**src/rtl/uart_pkg.sv**
```systemverilog
// Shared types and frame-format decode helpers for the configurable UART transmitter.
package uart_pkg;

    typedef enum logic [2:0] {
        ST_IDLE,
        ST_START,
        ST_DATA,
        ST_PARITY,
        ST_STOP
    } tx_state_e;

    typedef enum logic [1:0] {
        PAR_NONE = 2'd0,
        PAR_EVEN = 2'd1,
        PAR_ODD  = 2'd2
    } parity_e;

    function automatic logic [3:0] data_bits(input logic [1:0] cfg);
        return 4'd5 + {2'b00, cfg};
    endfunction

    function automatic logic [7:0] data_mask(input logic [1:0] cfg);
        return 8'hFF >> (2'd3 - cfg);
    endfunction

    // Code 3 is reserved and behaves as no parity.
    function automatic parity_e parity_decode(input logic [1:0] cfg);
        case (cfg)
            2'd1:    return PAR_EVEN;
            2'd2:    return PAR_ODD;
            default: return PAR_NONE;
        endcase
    endfunction

endpackage

```
**src/rtl/uart_baud_tick.sv**
```systemverilog
// Oversample tick generator: one-cycle tick every CLK_DIV clocks, re-phased by restart.
module uart_baud_tick #(
    parameter int CLK_DIV = 651
) (
    input  logic clk,
    input  logic reset,
    input  logic restart,
    output logic tick
);

    localparam int CW = (CLK_DIV > 1) ? $clog2(CLK_DIV) : 1;

    logic [CW-1:0] cnt;

    assign tick = (cnt == CW'(CLK_DIV - 1));

    always_ff @(posedge clk or posedge reset) begin
        if (reset) begin
            cnt <= '0;
        end else if (restart || tick) begin
            cnt <= '0;
        end else begin
            cnt <= cnt + 1'b1;
        end
    end

endmodule

```
**src/rtl/uart_tx_cfg.sv**
```systemverilog
// Buffered UART transmitter with run-time frame format (5-8 data bits, parity, 1/2 stop).
//   state     | meaning
//   ST_IDLE   | line high; pop next byte and latch frame config
//   ST_START  | start bit (low) for one bit time
//   ST_DATA   | data bits LSB first, one per bit time
//   ST_PARITY | parity bit over the configured data bits
//   ST_STOP   | one or two stop bits (high)
module uart_tx_cfg
    import uart_pkg::*;
#(
    parameter int CLK_DIV    = 651,
    parameter int OVERSAMPLE = 16,
    parameter int FIFO_DEPTH = 16
) (
    input  logic                          clk,
    input  logic                          reset,
    input  logic                          tx_valid,
    input  logic [7:0]                    tx_data,
    output logic                          tx_ready,
    input  logic [1:0]                    cfg_data_bits,
    input  logic [1:0]                    cfg_parity,
    input  logic                          cfg_stop2,
    output logic                          tx,
    output logic                          tx_busy,
    output logic                          tx_done,
    output logic [$clog2(FIFO_DEPTH):0]   fifo_count
);

    localparam int AW = $clog2(FIFO_DEPTH);
    localparam int CW = AW + 1;
    localparam int OW = $clog2(OVERSAMPLE);

    logic [7:0]     fifo_mem [FIFO_DEPTH];
    logic [AW:0]    wr_ptr, rd_ptr;
    logic           fifo_empty, do_write, do_pop;
    logic [7:0]     fifo_head;

    tx_state_e      state, state_d;
    logic [7:0]     shreg, shreg_d;
    logic [2:0]     bit_cnt, bit_cnt_d;
    logic [OW-1:0]  os_cnt;
    logic           tick, bit_end;
    logic [3:0]     nbits;
    parity_e        par_mode;
    logic           stop2, par_bit;
    logic           tx_d, tx_done_d;

    assign tx_ready   = (fifo_count != CW'(FIFO_DEPTH));
    assign do_write   = tx_valid && tx_ready;
    assign fifo_empty = (wr_ptr == rd_ptr);
    assign fifo_head  = fifo_mem[rd_ptr[AW-1:0]];

    always_ff @(posedge clk) begin
        if (do_write) begin
            fifo_mem[wr_ptr[AW-1:0]] <= tx_data;
        end
    end

    always_ff @(posedge clk or posedge reset) begin
        if (reset) begin
            wr_ptr     <= '0;
            rd_ptr     <= '0;
            fifo_count <= '0;
        end else begin
            if (do_write) wr_ptr <= wr_ptr + 1'b1;
            if (do_pop)   rd_ptr <= rd_ptr + 1'b1;
            case ({do_write, do_pop})
                2'b10:   fifo_count <= fifo_count + 1'b1;
                2'b01:   fifo_count <= fifo_count - 1'b1;
                default: fifo_count <= fifo_count;
            endcase
        end
    end

    uart_baud_tick #(.CLK_DIV(CLK_DIV)) u_baud (
        .clk     (clk),
        .reset   (reset),
        .restart (do_pop),
        .tick    (tick)
    );

    assign bit_end = tick && (os_cnt == OW'(OVERSAMPLE - 1));

    always_ff @(posedge clk or posedge reset) begin
        if (reset) begin
            os_cnt <= '0;
        end else if (do_pop) begin
            os_cnt <= '0;
        end else if (tick) begin
            os_cnt <= (os_cnt == OW'(OVERSAMPLE - 1)) ? '0 : os_cnt + 1'b1;
        end
    end

    // The tx_done cycle is held in IDLE without popping, giving a two-cycle idle gap.
    always_comb begin
        state_d   = state;
        shreg_d   = shreg;
        bit_cnt_d = bit_cnt;
        do_pop    = 1'b0;
        case (state)
            ST_IDLE: begin
                if (!fifo_empty && !tx_done) begin
                    do_pop    = 1'b1;
                    shreg_d   = fifo_head;
                    bit_cnt_d = '0;
                    state_d   = ST_START;
                end
            end
            ST_START: begin
                if (bit_end) state_d = ST_DATA;
            end
            ST_DATA: begin
                if (bit_end) begin
                    shreg_d = {1'b0, shreg[7:1]};
                    if ({1'b0, bit_cnt} == nbits - 4'd1) begin
                        bit_cnt_d = '0;
                        state_d   = (par_mode == PAR_NONE) ? ST_STOP : ST_PARITY;
                    end else begin
                        bit_cnt_d = bit_cnt + 3'd1;
                    end
                end
            end
            ST_PARITY: begin
                if (bit_end) state_d = ST_STOP;
            end
            ST_STOP: begin
                if (bit_end) begin
                    if (stop2 && (bit_cnt == 3'd0)) begin
                        bit_cnt_d = 3'd1;
                    end else begin
                        state_d = ST_IDLE;
                    end
                end
            end
            default: state_d = ST_IDLE;
        endcase

        case (state_d)
            ST_START:  tx_d = 1'b0;
            ST_DATA:   tx_d = shreg_d[0];
            ST_PARITY: tx_d = par_bit;
            default:   tx_d = 1'b1;
        endcase
        tx_done_d = (state == ST_STOP) && (state_d == ST_IDLE);
    end

    always_ff @(posedge clk or posedge reset) begin
        if (reset) begin
            state    <= ST_IDLE;
            shreg    <= '0;
            bit_cnt  <= '0;
            nbits    <= 4'd8;
            par_mode <= PAR_NONE;
            stop2    <= 1'b0;
            par_bit  <= 1'b0;
            tx       <= 1'b1;
            tx_busy  <= 1'b0;
            tx_done  <= 1'b0;
        end else begin
            state   <= state_d;
            shreg   <= shreg_d;
            bit_cnt <= bit_cnt_d;
            tx      <= tx_d;
            tx_busy <= (state_d != ST_IDLE);
            tx_done <= tx_done_d;
            if (do_pop) begin
                nbits    <= data_bits(cfg_data_bits);
                par_mode <= parity_decode(cfg_parity);
                stop2    <= cfg_stop2;
                par_bit  <= (^(fifo_head & data_mask(cfg_data_bits)))
                            ^ (parity_decode(cfg_parity) == PAR_ODD);
            end
        end
    end

endmodule
```
**config.mk**
```make
export PLATFORM = sky130hd
export DESIGN_NAME = uart_tx_cfg
export DESIGN_NICKNAME = d
export VERILOG_FILES = /design/src/rtl/uart_pkg.sv /design/src/rtl/uart_baud_tick.sv /design/src/rtl/uart_tx_cfg.sv
export SDC_FILE = /design/constraint.sdc
export NUM_CORES = 1
export LEC_CHECK = 0
export BUFFER_PORTS_ARGS = -buffer_cell sky130_fd_sc_hd__buf_2
export CAP_MARGIN = 25
export CELL_PAD_IN_SITES_DETAIL_PLACEMENT = 0
export CELL_PAD_IN_SITES_GLOBAL_PLACEMENT = 1
export CORE_UTILIZATION = 55
export CTS_BUF_LIST = sky130_fd_sc_hd__clkbuf_2
export CTS_CLUSTER_SIZE = 8
export DETAILED_ROUTE_END_ITERATION = 8
export PLACE_DENSITY = 0.94
export SLEW_MARGIN = 20
export SYNTH_ARGS = -nofsm -noshare
export SYNTH_HDL_FRONTEND = slang
export SYNTH_SLANG_ARGS = --single-unit
```
**constraint.sdc**
```tcl
create_clock -name clk -period 7.7 [get_ports clk]
set_input_delay 0.385 -clock clk [delete_from_list [all_inputs] [get_ports clk]]
set_output_delay 0.385 -clock clk [all_outputs]
set_load 0.02 [all_outputs]
```
==> results.ini <==
[grt]
grt_pass1_wl_mm=24.3
grt_usage_pct=22.5
grt_remaining_overflow=0
grt_max_degree=43
grt_antenna_before_repair=0
grt_pass1_vias=4601

[yosys]
synth_area_um2=8000
netlist_instances=542
avgSynthCellArea_um2=14.8
synth_nets=576
ys_dominant_reg_cell=edfxtp_1
synth_edf_count=128
yosysTopAreaCell=edfxtp_1
synth_area_leaders=edfxtp_1 48%, dfrtp_1 16%, mux4_2 4.5%
yosys_register_bits=182
yosys-top-cells-count=128 x edfxtp_1, 52 x dfrtp_1, 48 x nand2_1
ys_warn_count=0
ys_types=60
yosysSeqAreaShare_pct=65.0
async_flop_share_pct=29.7
yosysTopAreaCellShare_pct=48.0
yosysMostFrequentCell=edfxtp_1

[placed_design]
pre_cts_ws_ns=4.05
finalWeightedCongestion=0.823
dp_hpwl_mm=10.1
placed_area_um2=8310
port_buffers=24

[timing]
finalSetupViolCount=0
maxSlewHeadroom_pct=37.0
tightest_slew_ns=0.942
skew_ns=0.0445
setup_tns_ns=0
layout_setup_ws_ns=3.98
min_period_over_period_pct=48.4
rsz0062_at_grt=no
max_clock_freq_ghz=0.269
period_minus_slack_ns=3.72
hold_viol=0
drv_slew=0

[setup_path]
arrival_ns=4.41
crit_path_end_kind=flop
start_kind=flop
cp.required_ns=8.38
critPathKind=flop to flop
path_max_fanout=22

[final_layout]
register_area_um2=5200
drive_gt1_share_pct=17.5
multi_input_area_um2=2600
fin_area_um2=8760
antenna_cells=0
area_delta_synth_final_pct=9.48
nFillCells=1017
final_net_count=620

[pwr]
p_seq_share_pct=59.5
p_leak_nw=3.28
pwr-share-clk_pct=25.9
switchingPower_uw=638
power_density_nw_per_um2=231
peakVddDrop_uv=186
pwr-share-comb_pct=14.6
switching_share_pct=31.4
intPower_mw=1.39
power_mw=2.03

[clock_tree]
post_cts_buffers=0
cts_max_level=4
clockBufferDepth=2
cts-resized-gates=0
insertion_delay_ns=0.79
cts_hold_buf=15
cts_sinks=182
cts_tree=yes
clk_pin_slew_ns=0.30
numCtsBuffers=17
root_buffer=clkbuf_2

[route]
routed_via_density=5.78
antenna_left=0
dr.pass1.iters=7
drtIter0Drc=412
vias=4505
wl_per_cell_um=19.4
drt_wl_total_mm=15.1
drc=0

[flow_run]
maxCapViolCount=0

[floorplanning]
die_w_um=123
start_util_pct=57.0
die_area_um2=15000
core_area_um2=14000
fp-row-count=43
die_h_um=123
ioPinCount=25

[hold_path]
hold_path_class=input pin to flop

[run_status]
status=complete, no violations

-- power groups by stage --
stage / logic [mW] / clock network [mW] / registers (mW)
after floorplan: 0.198 / 0 / 1.21
after global placement: 0.277 / 0 / 1.22
after detailed placement: 0.291 / 0 / 1.22
after CTS: 0.297 / 0.536 / 1.20
after global routing: 0.331 / 0.574 / 1.22
final: 0.297 / 0.525 / 1.21
-- final cells by class --
class,count,share of cell area [%]
sequential,182,59.3
multi-input combinational,319,29.7
timing repair buffer,48,4.23
tap,180,2.57
clock inverter,15,2.43
clock buffer,17,0.971
inverter,18,0.771
-- worst paths after layout --
check,from,endpoint,slack [ns],depth (start not counted)
worst max-delay path,rd_ptr[3],fifo_count[4],3.98,15
worst min-delay path,tx_valid,wr_ptr[0],0.09,3
worst max register to register,rd_ptr[3],fifo_count[4],3.98,15
worst min register to register,nbits[3],nbits[3],0.50,2
max in group asynchronous,reset,nbits[3],6.46,6
min in group asynchronous,reset,fifo_count[0],0.53,4
-- worst max-delay path, cell delays in order (launching register included) --
cell and delay, ns:
dfrtp_1 0.84, xor2_1 0.20, nor3_1 0.07, a31o_2 0.24
nor2_1 0.27, nand2_2 0.23, inv_2 0.32, ha_1 0.29
inv_1 0.10, fa_1 0.41, inv_1 0.07, a21o_1 0.11
a21oi_1 0.08, xnor2_1 0.17, nor2_1 0.07, xor2_1 0.14
-- registers in the layout (all words and copies together) (netlist names), 2 cells and up --
signal	flops
state	3
bit_cnt	3
wr_ptr	5
fifo_count	5
nbits	4
u_baud.cnt	10
fifo_mem	128
rd_ptr	5
os_cnt	4
par_mode	2
shreg	8
-- metal layers --
layer	up-vias	GRT usage [%]	share of wire, %
li1	2099	-	-
met1	2246	29.1	42
met2	136	36.3	50
met3	24	6.32	5.9
met4	0	8.31	2.4
met5	-	0	0
-- metrics by stage --
stage          hold slack [ns]  cells  util [%]
2_1_floorplan            0.446    542         -
3_3_place_gp             0.467    730      58.8
3_5_place_dp             0.291    732      59.2
4_1_cts                0.00657    779      62.4
5_1_grt                 0.0231    779      62.4
6_report                0.0878    779      62.4
-- cells in the final DEF, fill, tap and decap left out, drive strengths merged, types with 4 or more instances in the layout --
cell / n
a211oi: 5
a21oi: 14
buf: 33
clkbuf: 17
clkinv: 7
dfrtp: 52
dlygate4sd3: 15
edfxtp: 128
ha: 17
inv: 25
mux2: 9
mux2i: 18
mux4: 26
nand2: 49
nand2b: 5
nand3: 7
nand4: 4
nor2: 44
nor2b: 6
nor3: 10
o21ai: 27
or3: 5
xnor2: 20
xor2: 19
-- cell families after synthesis --
logic type,count (synthesis),share of synthesized area (%)
DFF,182,65.0
and+or+nand+nor,141,8.40
AOI/OAI and AO/OA,67,5.16
muxes,53,11.4
buffers and inverters,41,2.58
xor gates and xnor gates,40,4.64
adders and majority gates,18,2.91
(Power assumes the default switching activity.)
